<file path="src/rtl/pad_input_filter.sv">
// Purpose : per-pad input conditioning (synchronizer, debounce filter, edge detect, sticky IRQ).
// Latency : pad_in -> filtered_out in SYNC_STAGES + L + 1 edges; pulses combinational; irq_out combinational.
// Backpress: none; a pure streaming stage that samples every cycle and never stalls.
//
// Ports:
//   clk_in, reset_int       single clock, asynchronous active-low reset
//   enable_in               global filter/IRQ enable (synchronizer always runs)
//   pad_in                  raw asynchronous TO_CORE levels from the IO cells
//   dir_cfg_in              per-pad cfg[0]: 1 = input mode, 0 = output mode
//   filter_len_in           debounce length L shared by all pads
//   edge_sel_in             per pad {fall, rise} status select
//   irq_mask_in             per-pad mask into irq_out
//   irq_clear_in            per-pad write-1-to-clear of status
//   filtered_out            debounced levels
//   rise_pulse_out          one-cycle pulse on filtered 0->1
//   fall_pulse_out          one-cycle pulse on filtered 1->0
//   irq_status_out          sticky edge status
//   irq_out                 OR of masked status
module pad_input_filter #(
  parameter int N_PADS      = 8,
  parameter int SYNC_STAGES = 2,
  parameter int CNT_WIDTH   = 8
) (
  input  logic                  clk_in,
  input  logic                  reset_int,
  input  logic                  enable_in,
  input  logic [N_PADS-1:0]     pad_in,
  input  logic [N_PADS-1:0]     dir_cfg_in,
  input  logic [CNT_WIDTH-1:0]  filter_len_in,
  input  logic [2*N_PADS-1:0]   edge_sel_in,
  input  logic [N_PADS-1:0]     irq_mask_in,
  input  logic [N_PADS-1:0]     irq_clear_in,
  output logic [N_PADS-1:0]     filtered_out,
  output logic [N_PADS-1:0]     rise_pulse_out,
  output logic [N_PADS-1:0]     fall_pulse_out,
  output logic [N_PADS-1:0]     irq_status_out,
  output logic                  irq_out
);

  // ---------------------------------------------------------------------------
  // Synchronizer: stage 0 captures the asynchronous pad, the last stage is the
  // first value the rest of the logic is allowed to look at.
  // ---------------------------------------------------------------------------
  logic [SYNC_STAGES-1:0][N_PADS-1:0] sync_q;
  logic [N_PADS-1:0]                  sync_lvl;

  always_ff @(posedge clk_in or negedge reset_int) begin
    if (!reset_int) begin
      sync_q <= '0;
    end else begin
      sync_q <= {sync_q[SYNC_STAGES-2:0], pad_in};
    end
  end

  assign sync_lvl = sync_q[SYNC_STAGES-1];

  // ---------------------------------------------------------------------------
  // Debounce filter state
  // ---------------------------------------------------------------------------
  logic [N_PADS-1:0]                filt_q,   filt_d;
  logic [N_PADS-1:0][CNT_WIDTH-1:0] cnt_q,    cnt_d;
  logic [N_PADS-1:0]                prev_q;   // filtered level one cycle ago
  logic [N_PADS-1:0]                dir_q;    // dir_cfg_in one cycle ago
  logic [N_PADS-1:0]                status_q, status_d;

  // The counter tracks how many consecutive edges the synchronized level has
  // disagreed with the filtered level. The compare against L is done with the
  // live filter_len_in, so lowering L mid-count releases on the next mismatch.
  always_comb begin
    filt_d = filt_q;
    cnt_d  = cnt_q;
    for (int i = 0; i < N_PADS; i++) begin
      if (!dir_cfg_in[i]) begin
        // Output mode: the pad reads 0, so forget everything and restart from 0.
        filt_d[i] = 1'b0;
        cnt_d[i]  = '0;
      end else if (!enable_in) begin
        cnt_d[i]  = '0;
      end else if (sync_lvl[i] == filt_q[i]) begin
        cnt_d[i]  = '0;
      end else if (cnt_q[i] >= filter_len_in) begin
        filt_d[i] = sync_lvl[i];
        cnt_d[i]  = '0;
      end else if (cnt_q[i] != '1) begin
        cnt_d[i]  = cnt_q[i] + CNT_WIDTH'(1);
      end
    end
  end

  // ---------------------------------------------------------------------------
  // Edge pulses: a filtered transition is only reported when the pad has been
  // in input mode both now and in the previous cycle, so the forced clear on a
  // switch to output mode (or a one-cycle dir blip) never looks like an edge.
  // ---------------------------------------------------------------------------
  logic [N_PADS-1:0] edge_ok;
  logic [N_PADS-1:0] rise_w;
  logic [N_PADS-1:0] fall_w;
  logic [N_PADS-1:0] set_w;

  assign edge_ok = dir_cfg_in & dir_q & {N_PADS{enable_in}};
  assign rise_w  =  filt_q & ~prev_q & edge_ok;
  assign fall_w  = ~filt_q &  prev_q & edge_ok;

  // Status: set has priority over a coincident clear so no edge is ever lost.
  always_comb begin
    set_w = '0;
    for (int i = 0; i < N_PADS; i++) begin
      set_w[i] = (rise_w[i] & edge_sel_in[2*i]) | (fall_w[i] & edge_sel_in[2*i+1]);
    end
    status_d = (status_q & ~irq_clear_in) | set_w;
  end

  always_ff @(posedge clk_in or negedge reset_int) begin
    if (!reset_int) begin
      filt_q   <= '0;
      cnt_q    <= '0;
      prev_q   <= '0;
      dir_q    <= '0;
      status_q <= '0;
    end else begin
      filt_q   <= filt_d;
      cnt_q    <= cnt_d;
      prev_q   <= filt_q;
      dir_q    <= dir_cfg_in;
      status_q <= status_d;
    end
  end

  // ---------------------------------------------------------------------------
  // Outputs
  // ---------------------------------------------------------------------------
  assign filtered_out   = filt_q;
  assign rise_pulse_out = rise_w;
  assign fall_pulse_out = fall_w;
  assign irq_status_out = status_q;
  assign irq_out        = |(status_q & irq_mask_in);

endmodule

</file>
<file path="config.mk">
export PLATFORM = sky130hd
export DESIGN_NAME = pad_input_filter
export DESIGN_NICKNAME = d
export VERILOG_FILES = /design/src/rtl/pad_input_filter.sv
export SDC_FILE = /design/constraint.sdc
export NUM_CORES = 1
export LEC_CHECK = 0
export CORE_ASPECT_RATIO = 1.5
export CORE_MARGIN = 2
export CORE_UTILIZATION = 33
export CTS_BUF_LIST = sky130_fd_sc_hd__clkbuf_8
export DETAILED_ROUTE_END_ITERATION = 8
export HOLD_SLACK_MARGIN = 0.05
export PLACE_DENSITY = 0.62
export SYNTH_ARGS = -nofsm -noshare
export SYNTH_HDL_FRONTEND = slang
export SYNTH_SLANG_ARGS = --single-unit
</file>
<file path="constraint.sdc">
create_clock -name clk_in -period 2.43 [get_ports clk_in]
set_input_delay 0.6075 -clock clk_in [delete_from_list [all_inputs] [get_ports clk_in]]
set_output_delay 0.6075 -clock clk_in [all_outputs]
set_load 0.01 [all_outputs]
</file>
; Word level (Yosys, flattened, before mapping)
; Cells that the tools add are included.
[op_classes]
add_sub_neg = 8
magnitude_cmp = 8
n_eq_ne = 48
muxes = 72
bitwise_logic = 36
reduce_logical = 9
[ops]
columns = cell, count
row1 = $mux 8, 40
row2 = $add 8x1->8 const B, 8
row3 = $and 8x8->8, 8
row4 = $ge 8x8->1, 8
row5 = $ne 8x8->1 const B, 8
row6 = $ne 5x2->1 const B, 8
row7 = $mux 1, 32
row8 = $ne 2x2->1 const B, 16
row9 = $not 8->8, 3
row10 = $reduce_and 3->1, 8
row11 = $and 1x1->1, 16
row12 = $ne 2x1->1 const B, 8
row13 = $eq 1x1->1, 8
row14 = $or 1x1->1, 8
row15 = $or 8x8->8, 1
row16 = $reduce_or 8->1, 1
[word_totals]
ff_bits = 112
out_inout_bits = 33

; Longest topological paths before layout
; Gate-level depths: netlist (run 1).
[depth]
depth_word = 6
ltp_mapped = 7
ltp_nobuf = 7

; Worst setup path before layout (run 1)
; No wires, ideal clock.
[synth_path]
path_type = input -> register
from = input port filter_len_in[0]
to = register cnt_q[62] (netlist bit)
setup_time_ps = 86
arrival_time_ps = 2020
setup_slack_ps = 324
path_stages = 6
cell_sequence = ha_1 nand2b_4 a2111o_1 a31oi_4 nand4_4 nor3_1
[synth_between]
elab_chain_cells = 5
word_cells_on_any_way = 6
[synth_rtl]
columns = item, line
row1 = from (decl), 29  ; input logic [CNT_WIDTH-1:0] filter_len_in,
row2 = $ge 8x8->1 *, 81  ; end else if (cnt_q[i] >= filter_len_in) begin
row3 = $mux 8, 81
row4 = $mux 8, 79  ; end else if (sync_lvl[i] == filt_q[i]) begin
row5 = $mux 8, 77  ; end else if (!enable_in) begin
row6 = $mux 8, 73  ; if (!dir_cfg_in[i]) begin
row7 = to (signal assigned), 122  ; cnt_q <= cnt_d;
row8 = to (decl), 61  ; logic [N_PADS-1:0][CNT_WIDTH-1:0] cnt_q, cnt_d;
; Every way passes the cells marked *; elsewhere a longest branch is shown, timed or not.
; A chain may end at the register's enable or synchronous reset.

; Worst setup path after layout (run 1)
[layout_path]
from = input port dir_cfg_in[4]
to = output port fall_pulse_out[4]
[layout_between]
elab_chain_cells = 3
[layout_rtl]
columns = item, line
row1 = from (decl), 28  ; input logic [N_PADS-1:0] dir_cfg_in,
row2 = $and 8x8->8 (2 in series), 100  ; assign edge_ok = dir_cfg_in & dir_q & {N_PADS{enable_in}};
row3 = $and 8x8->8, 102  ; assign fall_w = ~filt_q & prev_q & edge_ok;
row4 = to (decl), 35  ; output logic [N_PADS-1:0] fall_pulse_out,
; Every way passes these cells.

==> results of run 1 <==
timing repair:
| action | in CTS | in global routing |
|---|---|---|
| buffers inserted | 7 | 4 |
| endpoints found under the setup margin | 28 | 47 |
| gates resized for setup | 75 | 34 |
| hold buffers | 1 | 0 |
| pin swaps | 13 | 6 |
| endpoints found under the hold margin | 7 | 0 |
layout by cell type, fill, tap and decap left out, types with 4 or more instances in the layout:
master and instances:
xnor2_1 9, o21ai_0 27, ha_1 71, nor3_2 4
a21oi_1 22, and3_1 30, o21ai_1 5, o211ai_1 6
nor2_1 61, clkbuf_8 9, nand2b_1 5, a22oi_1 12
a211oi_1 6, nor3_1 8, clkdlybuf4s50_1 69, xor2_1 15
nor3b_1 6, nand3_2 4, buf_2 4, clkinvlp_4 4
nand3_1 43, buf_12 4, a211oi_2 7, mux2i_1 19
nand4_1 11, inv_1 25, and2_1 4, buf_4 56
clkdlybuf4s15_2 9, nor3b_2 16, dfrtp_1 112, a31o_2 4
nand2_1 37, buf_6 6, a31oi_1 14, nor2b_1 6
final timing paths:
path	startpoint	to	slack [ps]	depth (start not counted)
max	dir_cfg_in[4]	fall_pulse_out[4]	70	4
min reg2reg	sync_q[2]	sync_lvl[2]	350	0
max reg2reg	cnt_q[0]	cnt_q[6]	310	7
min	sync_q[2]	sync_lvl[2]	350	0
max in group asynchronous	reset_int	cnt_q[6]	1230	3
min in group asynchronous	reset_int	irq_status_out[1]	560	2
cells by family (layout without fill, tap and decap cells):
kind of cell	count (synthesis)	count (layout)
adder cells (fa/ha/maj)	72	72
AO/OA/AOI/OAI	116	116
XOR/XNOR	24	24
AND/OR/NAND/NOR	248	248
flip-flops	112	112
multiplexers	19	19
buffers and inverters	33	202
metal layers:
layer,up-vias,wire (um),global-route usage [%]
met5,-,0,0
met4,0,316,5.93
met3,20,284,1.75
met2,57,8990,30.0
met1,2573,6440,19.3
li1,2630,-,-
power breakdown:
group / total (uW) / switching, uW / internal [uW]
Combinational: 392 / 189 / 202
Sequential: 1910 / 20.4 / 1890
Clock: 1210 / 712 / 500
Total: 3510 / 922 / 2590
state kept, by name, indices dropped and copies added (netlist names):
signal / count
sync_q: 8
filtered_out: 8
prev_q: 8
irq_status_out: 8
sync_lvl: 8
cnt_q: 64
dir_q: 8
cell type report:
class,instances,area (um2)
fillers,1800,10100
multi-input cells,479,3590
flip-flops and latches,112,2800
repair buffers,157,1480
well taps,252,315
clock buffers,9,124
inverters,29,120
clock inverters,7,91.3
worst max-delay path, cell delays in order:
cell	delay [ps]
clkdlybuf4s50_1	540
nand3_2	130
nor3b_2	220
clkdlybuf4s15_2	260
synth_stat cells, types with 2 or more instances:
library cell    n  area [um2]
a2111o_1        3        33.8
a211oi_1       12        90.1
a21boi_0        2        15.0
a21oi_1        22         110
a22oi_1        12        90.1
a311oi_1        2        17.5
a31o_2          4        35.0
a31oi_1        15        93.8
and2_1          4        25.0
and3_1         30         188
and4_1          2        17.5
clkbuf_1        3        11.3
dfrtp_1       112        2800
ha_1           72         901
inv_1          28         105
mux2i_1        19         190
nand2_1        37         139
nand2b_1        5        31.3
nand2b_4        2        27.5
nand3_1        49         245
nand3b_1        2        15.0
nand4_1        11        68.8
nand4_2         2        25.0
nor2_1         62         233
nor2b_1         6        37.5
nor3_1         10        50.1
nor3_2          2        20.0
nor3b_1        22         165
o211ai_1        6        45.0
o21ai_0        33         165
xnor2_1         9        78.8
xor2_1         15         131
metrics by stage:
stage / total power [uW] / util (%) / setup WS [ps] / std cells / setup TNS (ps)
detailed placement: 2320 / 42.7 / -492 / 1017 / -31740
global placement: 2310 / 42.7 / -462 / 1017 / -29780
finish: 3510 / 45.7 / 66.2 / 1045 / 0
global route: 3690 / 45.7 / -4.00 / 1045 / -4.00
CTS: 3550 / 44.8 / -52.8 / 1041 / -165
floorplan: 2070 / - / 324 / 624 / 0
==> flow_metrics.env, run 1 <==
export IMPL_wl_per_cell_um=15.3
export IMPL_holdWs_ps=353
export IMPL_ys_warn_count=0
export IMPL_antenna_cells=0
export IMPL_cp_required_ps=1820
export IMPL_cts_buffer_depth=2
export IMPL_grt_max_degree=73
export IMPL_final_area_um2=8520
export IMPL_path_class="in -> out"
export IMPL_fp_dieArea_um2=20300
export IMPL_cts_clk_slew_worst_paths_ps=110
export IMPL_globalplace_congestion=0.804
export IMPL_syn_avg_cell_area_um2=10.1
export IMPL_relSlewSlack_pct=69.7
export IMPL_layout_drive_gt1_share_pct=18.4
export IMPL_synth_top_family_by_area="simple AND/OR/NAND/NOR gates"
export IMPL_hold_class="reg -> reg"
export IMPL_synthFlopType="dfrtp_1"
export IMPL_io_buffer_count=91
export IMPL_outcome="completed"
export IMPL_die_h_um=173
export IMPL_place_hpwl_um=11900
export IMPL_drcViolationCount=0
export IMPL_cts_buffers=9
export IMPL_power_density_nw_per_um2=413
export IMPL_io_pins=92
export IMPL_final_nets=919
export IMPL_grt_overflow_total=0
export IMPL_grt_pass1_wl_um=26000
export IMPL_synth_simple_gate_area_share_pct=20.9
export IMPL_cts_tree="yes"
export IMPL_cap_violations=0
export IMPL_cp_arrival_ps=1760
export IMPL_worst_slew_pin_slew_ps=455
export IMPL_leakage_uw=0.00382
export IMPL_synth_async_sr_flop_share_pct=100
export IMPL_num_vias=5280
export IMPL_wl_um=16000
export IMPL_fin_crit_ps=2360
export IMPL_synthCells=624
export IMPL_placed_cell_area_um2=7960
export IMPL_grt_pass1_vias=5180
export IMPL_start_kind="primary input"
export IMPL_synthToLayoutAreaGrowth_pct=35.0
export IMPL_via_per_inst=5.05
export IMPL_crit_path_end_kind="primary output"
export IMPL_final_setup_skew_ps=5.82
export IMPL_hold_viol=0
export IMPL_fmax_mhz=423
export IMPL_clock_sinks=112
export IMPL_fp_row_count=61
export IMPL_synth_cell_types=41
export IMPL_synth_yosys_seq_area_share_pct=44.4
export IMPL_clock_latency_ps=400
export IMPL_ir_drop_mv=0.222
export IMPL_grt_usage_pct=16.4
export IMPL_synth_edf_count=0
export IMPL_yosys_area_share_adder_pct=14.3
export IMPL_cp_max_fo=2
export IMPL_synth_compound_area_share_pct=12.0
export IMPL_coreArea_um2=18600
export IMPL_antenna_found_initial=0
export IMPL_setup_violations=0
export IMPL_synth_seq_cells=112
export IMPL_start_util_pct=33.9
export IMPL_htreeDepth=3
export IMPL_synth_cell_area_um2=6310
export IMPL_muxShareOfSynthArea_pct=3.02
export IMPL_clock_root_buffer="clkbuf_8"
export IMPL_slew_violations=0
export IMPL_syn_num_nets=755
export IMPL_final_antenna_net_count=0
export IMPL_first_pass_iters=4
export IMPL_synth_xor_area_share_pct=3.33
export IMPL_die_w_um=117
export IMPL_period_share_pct=97.3
export IMPL_dr_first_iter_drc_count=332
Note: power is estimated with default switching activity, not from simulation.
==> run 2: changes to the inputs <==
ABC_CLOCK_PERIOD_IN_PS = 2050   (was not set)
PLACE_DENSITY = 0.64   (was 0.62)
clock period = 2.05 ns   (was 2.43 ns; I/O delays follow)
==> run 2 against run 1 <==
Compared with the run above: flip-flop and latch count is the same; critical path depth is 4 higher; sequential share of layout area fell by 1.4 points; worst hold slack lost 250 ps; first-iteration DRC count decreased by 54%; global-route usage grew 0.30 points; register-to-register slack worse by 230 ps; clock power is 12% higher; critical endpoint is now filtered_out[2]; largest cell class unchanged.
==> flow_metrics.env, run 2 (synthesis gave the netlist of run 1 again) <==
export IMPL_period_share_pct=99.3
export IMPL_crit_path_end_kind="register"
export IMPL_final_nets=941
export IMPL_fp_row_count=61
export IMPL_ff2ff_setup_slack_ps=80
export IMPL_place_hpwl_um=12000
export IMPL_cap_violations=0
export IMPL_die_h_um=173
export IMPL_hold_viol=0
export IMPL_drcViolationCount=0
export IMPL_postLayoutCoreUtil_pct=47.8
export IMPL_cts_tree="yes"
export IMPL_grt_overflow_total=0
export IMPL_grt_pass1_vias=5364
export IMPL_synthToLayoutAreaGrowth_pct=41.2
export IMPL_cp_max_fo=5
export IMPL_io_pins=92
export IMPL_final_cell_mix="dfrtp_1 (112), buf_4 (74), ha_1 (62)"
export IMPL_top_register="cnt_q"
export IMPL_cp_arrival_ps=2340
export IMPL_final_antenna_net_count=0
export IMPL_grt_usage_pct=16.7
export IMPL_fin_tns_setup_ps=0
export IMPL_hold_class="in -> async"
export IMPL_htreeDepth=3
export IMPL_final_common_cell="dfrtp_1"
export IMPL_antenna_found_initial=0
export IMPL_wl_per_cell_um=15.5
export IMPL_wl_um=16600
export IMPL_critPathLaunch="filter_len_in[3]"
export IMPL_coreArea_um2=18600
export IMPL_globalplace_congestion=0.772
export IMPL_grt_max_degree=40
export IMPL_largest_reg_flops=64
export IMPL_fp_dieArea_um2=20300
export IMPL_cts_buffers=9
export IMPL_io_buffer_count=91
export IMPL_postCtsHoldBufs=0
export IMPL_leakage_uw=0.00401
export IMPL_clock_root_buffer="clkbuf_8"
export IMPL_crit_path_end="filtered_out[2]"
export IMPL_grt_pass1_wl_um=26700
export IMPL_final_setup_skew_ps=13.9
export IMPL_cts_buffer_depth=2
export IMPL_path_class="in -> reg"
export IMPL_num_fill_cells=1784
export IMPL_pre_cts_ws_ps=-819
export IMPL_fin_crit_ps=2040
export IMPL_num_vias=5370
export IMPL_relSlewSlack_pct=64.6
export IMPL_die_w_um=117
export IMPL_antenna_cells=0
export IMPL_rr_startpoint="cnt_q[8]"
export IMPL_fmax_mhz=491
export IMPL_power_density_nw_per_um2=465
export IMPL_cts_clk_slew_worst_paths_ps=110
export IMPL_setup_violations=0
export IMPL_rr_endpoint="cnt_q[11]"
export IMPL_r2r_cells=7
export IMPL_first_pass_iters=4
export IMPL_clock_latency_ps=390
export IMPL_worst_slew_pin_slew_ps=531
export IMPL_start_kind="primary input"
export IMPL_clock_sinks=112
export IMPL_layout_drive_gt1_share_pct=26.9
export IMPL_slew_violations=0
export IMPL_start_util_pct=33.9
export IMPL_worst_slack_ps=14.9
export IMPL_via_per_inst=5.04
export IMPL_ir_drop_mv=0.277
export IMPL_dr_first_iter_drc_count=152
export IMPL_outcome="completed"
export IMPL_cp_required_ps=2360
[run 2: changes by cell type in the layout (fill, tap and decap cells not counted), moves of 9 or more]
cell / previous run / this run
nor2_1: 61 / 52
a21oi_1: 22 / 11
buf_2: 4 / 17
nor2_2: 1 / 10
ha_1: 71 / 62
a21oi_2: 0 / 9
buf_4: 56 / 74
[run 2: critical path, stage by stage]
cell	delay [ps]
clkdlybuf4s50_1	470
inv_2	70
buf_6	140
ha_1	280
o211ai_1	90
a311o_1	350
a21oi_2	210
mux2i_1	210
[run 2: worst min path at each step]
stage          startpoint           to  slack (ps)  cells after the start
6_report        reset_int    cnt_q[46]         100                      1
5_1_grt         reset_int    cnt_q[36]         120                      1
4_1_cts         reset_int    cnt_q[47]         100                      1
3_5_place_dp    sync_q[7]  sync_lvl[7]         330                      0
3_3_place_gp    sync_q[6]  sync_lvl[6]         330                      0
2_1_floorplan   reset_int     cnt_q[0]         220                      0
[run 2: final cells by class]
class | instances | area, um2 | share of cell area [%]
Clock buffer | 11 | 151 | 1.70
Inverter | 29 | 119 | 1.33
Multi-Input combinational cell | 479 | 3830 | 43.0
Tap cell | 252 | 315 | 3.54
Sequential cell | 112 | 2800 | 31.5
Clock inverter | 3 | 42.5 | 0.478
Timing Repair Buffer | 179 | 1640 | 18.4
[run 2: through the flow]
stage	power, uW	std cells	instance area, um2	hold slack (ps)
2_1_floorplan	2450	624	6310	217
3_3_place_gp	2760	1033	8150	333
3_5_place_dp	2770	1033	8150	335
4_1_cts	4190	1061	8720	100
5_1_grt	4320	1065	8910	121
6_report	4150	1065	8910	102
[run 2: routing by layer]
layer  routed length [um]  GRT usage (%)
met2                 8760           29.7
met1                 7020           20.3
met5                    0              0
met4                  399           5.49
met3                  375           2.41
[run 2: timing repair]
| item | CTS | global route |
|---|---|---|
| resized for setup | 140 | 45 |
| buffers inserted | 13 | 4 |
| endpoints found under the setup margin | 89 | 74 |
| gates cloned | 1 | 0 |
| pin swaps | 36 | 26 |
[run 2: power breakdown]
group | internal (uW) | total (uW) | leakage, uW | switching, uW
sequential | 2240 | 2260 | 0.00151 | 20.8
combinational | 269 | 521 | 0.00241 | 253
clock | 618 | 1360 | 0.0000973 | 745
total | 3130 | 4150 | 0.00401 | 1020
